`src/rtl/sipo_rx.sv`:
```
// Purpose : serial-in/parallel-out receive stage; assembles a DATA_W-bit word from mosi while ss is low.
// Latency : valid pulses one clk after the edge that samples the final frame bit (busy=0).
// Backpressure: busy=1 parks the word in HOLD; frames that start before it is delivered are dropped (overrun).
//
// Ports:
//   clk, rst      - clock; asynchronous active-high reset
//   ss, mosi      - active-low slave select (frame boundary) and serial data
//   busy          - downstream cannot take a word this cycle
//   err_clr       - synchronous clear of the sticky error flags (a same-cycle error still sets)
//   data_out      - last delivered word, changes only together with valid
//   valid         - one-cycle pulse marking a new data_out
//   frame_err     - sticky: ss rose before the frame was complete
//   overrun       - sticky: a new frame began while a word was still undelivered
//   parity_err    - sticky: even-parity mismatch (constant 0 unless RX_PARITY_EN)
//
// Build option: define RX_PARITY_EN to append an even-parity bit to every frame
// (DATA_W+1 serial bits; a mismatching frame is dropped and flags parity_err).

module sipo_rx #(
    parameter int DATA_W    = 16,
    parameter bit LSB_FIRST = 1'b1
) (
    input  logic              clk,
    input  logic              rst,
    input  logic              ss,
    input  logic              mosi,
    input  logic              busy,
    input  logic              err_clr,
    output logic [DATA_W-1:0] data_out,
    output logic              valid,
    output logic              frame_err,
    output logic              overrun,
    output logic              parity_err
);

    // Serial bits per frame, including the optional parity bit.
`ifdef RX_PARITY_EN
    localparam int FRAME_W = DATA_W + 1;
`else
    localparam int FRAME_W = DATA_W;
`endif
    localparam int CNT_W = $clog2(FRAME_W + 1);

    // cnt holds the number of bits already sampled in the current frame.
    localparam logic [CNT_W-1:0] LAST_CNT = CNT_W'(FRAME_W - 1);
    localparam logic [CNT_W-1:0] DATA_CNT = CNT_W'(DATA_W);

    typedef enum logic [2:0] {
        S_IDLE,
        S_SHIFT,
        S_PUBLISH,
        S_HOLD,
        S_DRAIN
    } state_t;

    state_t            state;
    state_t            state_nxt;
    logic [CNT_W-1:0]  cnt;
    logic [DATA_W-1:0] sr;
    logic              seen_high;

    // Decoded per-cycle events.
    logic take_bit;
    logic shift_en;
    logic trunc_evt;
    logic ovr_evt;
    logic publish;
    logic par_ok;

    // ------------------------------------------------------------------
    // Parity accumulator: running XOR of every sampled bit of the frame.
    // With even parity the XOR over payload plus parity bit must be 0.
    // ------------------------------------------------------------------
`ifdef RX_PARITY_EN
    logic par_acc;
    logic par_fail_evt;
    logic parity_err_q;

    always_ff @(posedge clk or posedge rst) begin
        if (rst) begin
            par_acc      <= 1'b0;
            parity_err_q <= 1'b0;
        end else begin
            if (state_nxt == S_IDLE) begin
                par_acc <= 1'b0;
            end else if (take_bit) begin
                par_acc <= par_acc ^ mosi;
            end
            parity_err_q <= par_fail_evt | (parity_err_q & ~err_clr);
        end
    end

    assign par_ok       = ~par_acc;
    assign par_fail_evt = (state == S_PUBLISH) && !par_ok;
    assign parity_err   = parity_err_q;
`else
    assign par_ok     = 1'b1;
    assign parity_err = 1'b0;
`endif

    // ------------------------------------------------------------------
    // FSM: state register
    // ------------------------------------------------------------------
    always_ff @(posedge clk or posedge rst) begin
        if (rst) begin
            state <= S_IDLE;
        end else begin
            state <= state_nxt;
        end
    end

    // ------------------------------------------------------------------
    // FSM: next state
    // ------------------------------------------------------------------
    always_comb begin
        state_nxt = state;
        unique case (state)
            S_IDLE: begin
                if (!ss) begin
                    state_nxt = S_SHIFT;
                end
            end
            S_SHIFT: begin
                if (ss) begin
                    state_nxt = S_IDLE;
                end else if (cnt == LAST_CNT) begin
                    state_nxt = S_PUBLISH;
                end
            end
            S_PUBLISH: begin
                // A bad-parity word is dropped at once and never parks in HOLD.
                if (!par_ok || !busy) begin
                    state_nxt = ss ? S_IDLE : S_DRAIN;
                end else begin
                    state_nxt = S_HOLD;
                end
            end
            S_HOLD: begin
                if (!busy) begin
                    state_nxt = ss ? S_IDLE : S_DRAIN;
                end
            end
            S_DRAIN: begin
                if (ss) begin
                    state_nxt = S_IDLE;
                end
            end
            default: state_nxt = S_IDLE;
        endcase
    end

    // ------------------------------------------------------------------
    // FSM: decoded outputs / events
    // ------------------------------------------------------------------
    always_comb begin
        take_bit  = ((state == S_IDLE) || (state == S_SHIFT)) && !ss;
        // Only payload bits enter the shift register; the parity bit does not.
        shift_en  = take_bit && (cnt < DATA_CNT);
        trunc_evt = (state == S_SHIFT) && ss;
        // Low ss after a high ss while parked means a fresh frame is being lost.
        ovr_evt   = (state == S_HOLD) && seen_high && !ss;
        publish   = ((state == S_PUBLISH) && !busy && par_ok) ||
                    ((state == S_HOLD) && !busy);
    end

    // ------------------------------------------------------------------
    // Datapath: counter, shift register, output word, sticky flags
    // ------------------------------------------------------------------
    always_ff @(posedge clk or posedge rst) begin
        if (rst) begin
            cnt       <= '0;
            sr        <= '0;
            data_out  <= '0;
            valid     <= 1'b0;
            frame_err <= 1'b0;
            overrun   <= 1'b0;
            seen_high <= 1'b0;
        end else begin
            valid <= publish;
            if (publish) begin
                data_out <= sr;
            end

            // Returning to IDLE discards any partial or already-delivered word.
            if (state_nxt == S_IDLE) begin
                cnt <= '0;
                sr  <= '0;
            end else if (take_bit) begin
                cnt <= cnt + CNT_W'(1);
                if (shift_en) begin
                    if (LSB_FIRST) begin
                        sr <= {mosi, sr[DATA_W-1:1]};
                    end else begin
                        sr <= {sr[DATA_W-2:0], mosi};
                    end
                end
            end

            // seen_high covers the PUBLISH->HOLD edge as well as HOLD itself.
            if (state_nxt != S_HOLD) begin
                seen_high <= 1'b0;
            end else if (ss) begin
                seen_high <= 1'b1;
            end

            frame_err <= trunc_evt | (frame_err & ~err_clr);
            overrun   <= ovr_evt   | (overrun   & ~err_clr);
        end
    end

endmodule

```
`config.mk`:
```
export PLATFORM = sky130hd
export DESIGN_NAME = sipo_rx
export DESIGN_NICKNAME = d
export VERILOG_FILES = /design/src/rtl/sipo_rx.sv
export SDC_FILE = /design/constraint.sdc
export NUM_CORES = 1
export LEC_CHECK = 0
export ABC_AREA = 1
export BUFFER_PORTS_ARGS = -buffer_cell sky130_fd_sc_hd__buf_4
export CAP_MARGIN = 20
export CORE_MARGIN = 2
export CORE_UTILIZATION = 45
export CTS_BUF_LIST = sky130_fd_sc_hd__clkbuf_8
export DETAILED_ROUTE_END_ITERATION = 10
export PLACE_DENSITY = 0.74
export SYNTH_ARGS = -nofsm -noshare
export SYNTH_HDL_FRONTEND = slang
export SYNTH_SLANG_ARGS = --single-unit
```
`constraint.sdc`:
```
create_clock -name clk -period 2.2 [get_ports clk]
set_clock_uncertainty 0.05 [all_clocks]
set_input_delay 0.22 -clock clk [delete_from_list [all_inputs] [get_ports clk]]
set_output_delay 0.22 -clock clk [all_outputs]
set_load 0.005 [all_outputs]
```
# == Yosys cells after proc, flatten, opt, wreduce, memory -nomap -nowiden ==
# Cells that the tools add are included.
# totals
regBits,44
wordCells,53
# classes
n_addsub,1
magnitude_cmp,1
n_eq_ne,6
muxes,15
bitwise,5
reduce_logical,17
# ops
op,count
16-bit 2-to-1 mux,3
3-bit 2-to-1 mux,7
3-bit one-hot mux with 5 select lines,1
5-bit 2-to-1 mux,2
1-bit logical AND,7
"3-bit by 2-bit == test with 1-bit output, second input constant",2
3-bit logical NOT,2
2-bit nonzero test,3
"5-bit by 1-bit adder with 5-bit output, second input constant",1
"5-bit by 4-bit == test with 1-bit output, second input constant",1
"5-bit less-than comparator, second input constant",1
"3-bit by 1-bit == test with 1-bit output, second input constant",1
"3-bit == test, second input constant",1
"3-bit by 2-bit != test with 1-bit output, second input constant",1
1-bit AND,2
1-bit logical NOT,2
1-bit logical OR,2
1-bit 2-to-1 mux,2
1-bit bitwise OR,2
2-bit AND reduction,1
1-bit NOT,1

# == Logic depth before layout (Yosys ltp) ==
# logic_depth
word_depth,7
ltp_mapped,10
mapped_depth_nobuf,9

# == Least setup slack after synthesis ==
# No wires, ideal clock.
# synth_path
path_type,reg2reg
start,reg cnt[4]
end,reg cnt[0]
setup_ns,0.121
arrival_ns,1.615
required_time_ns,2.029
slack_ns,0.414
stages_incl_launch_ff,10
n_path_buf,2
synth_period_minus_slack_ns,1.786
path_cell_list,dfrtp_1 -> clkinv_1 -> clkbuf_1 -> ha_1 -> o21a_1 -> nand2_1 -> nand2_2 -> nor2_4 -> buf_6 -> nor2_2
# synth_via
elab_chain_len,6
word_cells_on_any_way,7
# synth_lines
item,line,text
start: declaration,58,logic [CNT_W-1:0] cnt;
start signal: assignment,189,cnt <= cnt + CNT_W'(1);
5-bit by 4-bit == test with 1-bit output *,126,end else if (cnt == LAST_CNT) begin
3-bit 2-to-1 mux *,126,
3-bit 2-to-1 mux *,124,if (ss) begin
3-bit one-hot mux with 5 select lines *,117,unique case (state)
named net state_nxt[1],57,state_t state_nxt;
3-bit logical NOT *,185,if (state_nxt == S_IDLE) begin
5-bit 2-to-1 mux / 2-bit nonzero test (equally long branches),--,
# The timed path passes the listed nets; every way through them passes the cells marked *.
# A chain may end at the register's enable or synchronous reset.

# == Final worst setup path ==
# layout_path
start,reg cnt[0]
end,reg sr[1]
# layout_via
elab_chain_len,7
word_cells_on_any_way,11
# layout_lines
item,line,text
5-bit by 4-bit == test with 1-bit output *,126,
3-bit 2-to-1 mux *,126,
3-bit 2-to-1 mux *,124,
3-bit one-hot mux with 5 select lines *,117,
named net state_nxt[1],57,
3-bit logical NOT *,185,
2-bit nonzero test (no source line),--,
2-bit AND reduction (no source line),--,
end signal: assignment,192,"sr <= {mosi, sr[DATA_W-1:1]};"
end signal: assignment,194,"sr <= {sr[DATA_W-2:0], mosi};"
end: declaration,59,logic [DATA_W-1:0] sr;
# Marks and branches as above.

==> impl_metrics.xml <==
<?xml version="1.0" encoding="UTF-8"?>
<metrics>
  <group name="outcome">
    <metric name="status" unit="">finished, violations left</metric>
    <metric name="failed_checks" unit="">hold timing</metric>
  </group>
  <group name="synth">
    <metric name="synth.yosys.seq_area_share" unit="%">54.1</metric>
    <metric name="synth-simple-area-share" unit="%">32.6</metric>
    <metric name="synth.top_cells.by_area" unit="">sky130_fd_sc_hd__dfrtp_1 54%, sky130_fd_sc_hd__nand2_1 17%, sky130_fd_sc_hd__nor2_2 6.1%</metric>
    <metric name="net_count_after_synthesis" unit="">251</metric>
    <metric name="netlist.top_cell.by_area" unit="">sky130_fd_sc_hd__dfrtp_1</metric>
    <metric name="synth_fa_ha_area_share" unit="%">1.23</metric>
    <metric name="post-synth-top-area-fraction" unit="%">54.1</metric>
    <metric name="count_of_state_elements_after_synthesis" unit="">44</metric>
    <metric name="synth_compound_gate_area_share" unit="%">2.27</metric>
    <metric name="synth.distinct_cells" unit="">26</metric>
    <metric name="synth.avg_cell_area" unit="um^2">8.38</metric>
    <metric name="synth_warnings" unit="">0</metric>
    <metric name="netlist_instances" unit="">243</metric>
    <metric name="synthMuxAreaShare" unit="%">0</metric>
    <metric name="xor_xnor_fraction_of_synth_area" unit="%">0.430</metric>
    <metric name="netlist_area" unit="um^2">2040</metric>
    <metric name="largest_family_of_logic_cells_by_synthesized_area" unit="">simple AND/OR/NAND/NOR gates</metric>
  </group>
  <group name="sta">
    <metric name="holdWs" unit="ns">-0.00752</metric>
    <metric name="fmax" unit="MHz">565</metric>
    <metric name="slew_worst_pin" unit="ns">0.548</metric>
    <metric name="timing_hold_violations_final" unit="">5</metric>
    <metric name="relSlewSlack" unit="%">63.5</metric>
    <metric name="final_period_minus_worst_setup_slack" unit="ns">1.77</metric>
    <metric name="setup_tns" unit="ns">0</metric>
    <metric name="setup_viol" unit="">0</metric>
    <metric name="timing.final.crit_share" unit="%">80.5</metric>
    <metric name="timing.final.ws_setup" unit="ns">0.430</metric>
    <metric name="rsz0062_at_grt" unit="">no</metric>
    <metric name="maxSlewViolCount" unit="">0</metric>
  </group>
  <group name="worst_setup_path">
    <metric name="crit_path_start_kind" unit="">register</metric>
    <metric name="criticalPathCategory" unit="">reg2reg</metric>
    <metric name="r2r_start" unit="">cnt[0]</metric>
    <metric name="timing.reg2reg.worst_path_depth" unit="">10</metric>
    <metric name="worstPathArrival" unit="ns">1.92</metric>
    <metric name="worstSetupEndpoint" unit="">sr[1]</metric>
    <metric name="endpoint_kind" unit="">register</metric>
    <metric name="regToRegEndpoint" unit="">sr[1]</metric>
    <metric name="crit_required" unit="ns">2.35</metric>
    <metric name="crit_path_start" unit="">cnt[0]</metric>
    <metric name="critPathMaxFanout" unit="">21</metric>
    <metric name="reg2reg_setup_slack" unit="ns">0.43</metric>
  </group>
  <group name="clocking">
    <metric name="post_cts_resize_count" unit="">0</metric>
    <metric name="cts.hold.buffers_added" unit="">0</metric>
    <metric name="cts.reportedPaths.clkPinSlew" unit="ns">0.08</metric>
    <metric name="max-clock-path-buffers" unit="">2</metric>
    <metric name="tritoncts" unit="">done</metric>
    <metric name="clock_sink_count" unit="">44</metric>
    <metric name="cts-buffers-inserted" unit="">5</metric>
    <metric name="clock_tree.root_cell" unit="">sky130_fd_sc_hd__clkbuf_8</metric>
    <metric name="post_cts_buffers" unit="">0</metric>
    <metric name="clock_latency" unit="ns">0.30</metric>
    <metric name="cts_htree_levels" unit="">2</metric>
  </group>
  <group name="pwr">
    <metric name="ir_drop" unit="uV">334</metric>
    <metric name="leakagePower" unit="uW">0.00127</metric>
    <metric name="powerDensity" unit="nW/um^2">658</metric>
  </group>
  <group name="routing">
    <metric name="drt_first_pass_iters" unit="">4</metric>
    <metric name="vias_per_cell" unit="">4.65</metric>
    <metric name="detail_route.wl_per_cell" unit="um">11.3</metric>
    <metric name="dr.first_iter.drc_count" unit="">71</metric>
    <metric name="vias" unit="">1503</metric>
    <metric name="antenna_violating_nets_post_route" unit="">0</metric>
    <metric name="detail_route.drc_violations" unit="">0</metric>
    <metric name="route.final.wire_length" unit="um">3650</metric>
  </group>
  <group name="grt">
    <metric name="grt_first_pass_wirelength" unit="um">6450</metric>
    <metric name="grt_antenna_before_repair" unit="">0</metric>
    <metric name="first_global_vias" unit="">1523</metric>
    <metric name="global_route_total_usage_across_every_layer" unit="%">16.7</metric>
    <metric name="grt_overflow_total" unit="">0</metric>
    <metric name="maximum_number_of_pins_on_one_net_before_global_route_repair" unit="">45</metric>
  </group>
  <group name="placement">
    <metric name="dpl.hpwl" unit="um">2370</metric>
    <metric name="post-place-ws" unit="ns">0.427</metric>
    <metric name="place.port_buffers" unit="">24</metric>
    <metric name="routability_congestion_estimate_from_global_placement" unit="">0.777</metric>
    <metric name="dp_cells" unit="">315</metric>
  </group>
  <group name="finish">
    <metric name="antenna_cells_inserted" unit="">0</metric>
    <metric name="fin_cells" unit="">323</metric>
    <metric name="final_cell_mix" unit="">93 x sky130_fd_sc_hd__nand2_1, 44 x sky130_fd_sc_hd__dfrtp_1, 30 x sky130_fd_sc_hd__inv_1</metric>
    <metric name="ratio_of_cells_with_drive_above_1_in_the_final_layout" unit="%">23.6</metric>
    <metric name="layout.cells.most_common" unit="">sky130_fd_sc_hd__nand2_1</metric>
    <metric name="net_total_in_the_final_layout" unit="">278</metric>
    <metric name="flow.area_growth_from_synthesis" unit="%">17.5</metric>
  </group>
  <group name="floorplan">
    <metric name="die_area" unit="um^2">5080</metric>
    <metric name="floorplan.initialDensity" unit="%">46.8</metric>
    <metric name="die_width" unit="um">71.3</metric>
    <metric name="floorplan.io_pins" unit="">26</metric>
    <metric name="core.rowCount" unit="">24</metric>
    <metric name="core" unit="um^2">4350</metric>
    <metric name="floorplan.die.height" unit="um">71.3</metric>
  </group>
  <group name="flow_run">
    <metric name="max_cap_viol_count" unit="">0</metric>
  </group>
  <group name="worst_hold_path">
    <metric name="min_path_type" unit="">in2async</metric>
  </group>
</metrics>
==> registers in the layout, summed over array words and instances, names as in the netlist <==
name       flops
cnt            5
frame_err      1
overrun        1
sr            16
data_out      16
valid          1
seen_high      1
state          3
==> cells in the mapped netlist, drive strengths merged <==
cell type and count:
a21oi 1, buf 7, clkbuf 2, clkinv 2, conb 1, dfrtp 44, ha 2, inv 31
nand2 96, nand3 22, nand3b 1, nand4 2, nor2 23, nor3 1, o21a 1, o21ai 4
o21bai 1, o22ai 1, xnor2 1
==> per-layer routing <==
| metal | share of wire (%) | global-route usage (%) |
|---|---|---|
| met3 | 3.7 | 3.80 |
| met4 | 2.1 | 10.7 |
| met5 | 0 | 0 |
| met1 | 46 | 19.2 |
| met2 | 48 | 28.0 |
==> worst max-delay path: stages (launching register included) <==
cell                      delay, ns
sky130_fd_sc_hd__dfrtp_1       0.42
sky130_fd_sc_hd__ha_1          0.22
sky130_fd_sc_hd__inv_1         0.07
sky130_fd_sc_hd__nor3_1        0.04
sky130_fd_sc_hd__ha_1          0.18
sky130_fd_sc_hd__o21a_1        0.17
sky130_fd_sc_hd__nand2_1       0.06
sky130_fd_sc_hd__nand2_2       0.07
sky130_fd_sc_hd__nor2_4        0.12
sky130_fd_sc_hd__buf_12        0.19
sky130_fd_sc_hd__nor2_1        0.06
==> how the worst min path moves through the flow <==
stage,start,to
6_report,rst,valid
3_5_place_dp,rst,valid
5_1_grt,err_clr,frame_err
4_1_cts,rst,valid
3_3_place_gp,rst,valid
2_1_floorplan,err_clr,frame_err
==> logic make-up after synthesis <==
| family | count (synthesis) |
|---|---|
| AND/OR/NAND/NOR | 145 |
| flip-flops | 44 |
| buffers and inverters | 42 |
| AO/OA/AOI/OAI | 8 |
| adder cells (fa/ha/maj) | 2 |
| XOR/XNOR | 1 |
| other | 1 |
==> power breakdown <==
group          total (uW)  internal, uW  switching, uW
sequential            823           816           7.23
combinational        81.5          28.1           53.5
clock                 671           401            271
total                1580          1240            331
==> per-stage QoR <==
stage / power [uW] / util (%) / area, um^2
after floorplan: 900 / - / 2040
after global placement: 922 / 52.1 / 2270
after detailed placement: 923 / 52.1 / 2270
after CTS: 1600 / 55.0 / 2390
after global routing: 1630 / 55.0 / 2390
final: 1580 / 55.0 / 2390
==> final cells by class <==
cell class,instances,area (um^2)
multi-input combinational,157,747
sequential,44,1100
inverter,33,124
clock buffer,7,96.3
tap,52,65.1
fill,392,1960
clock inverter,1,30.0
timing repair buffer,29,230
Power figures use the tool's default switching activity.
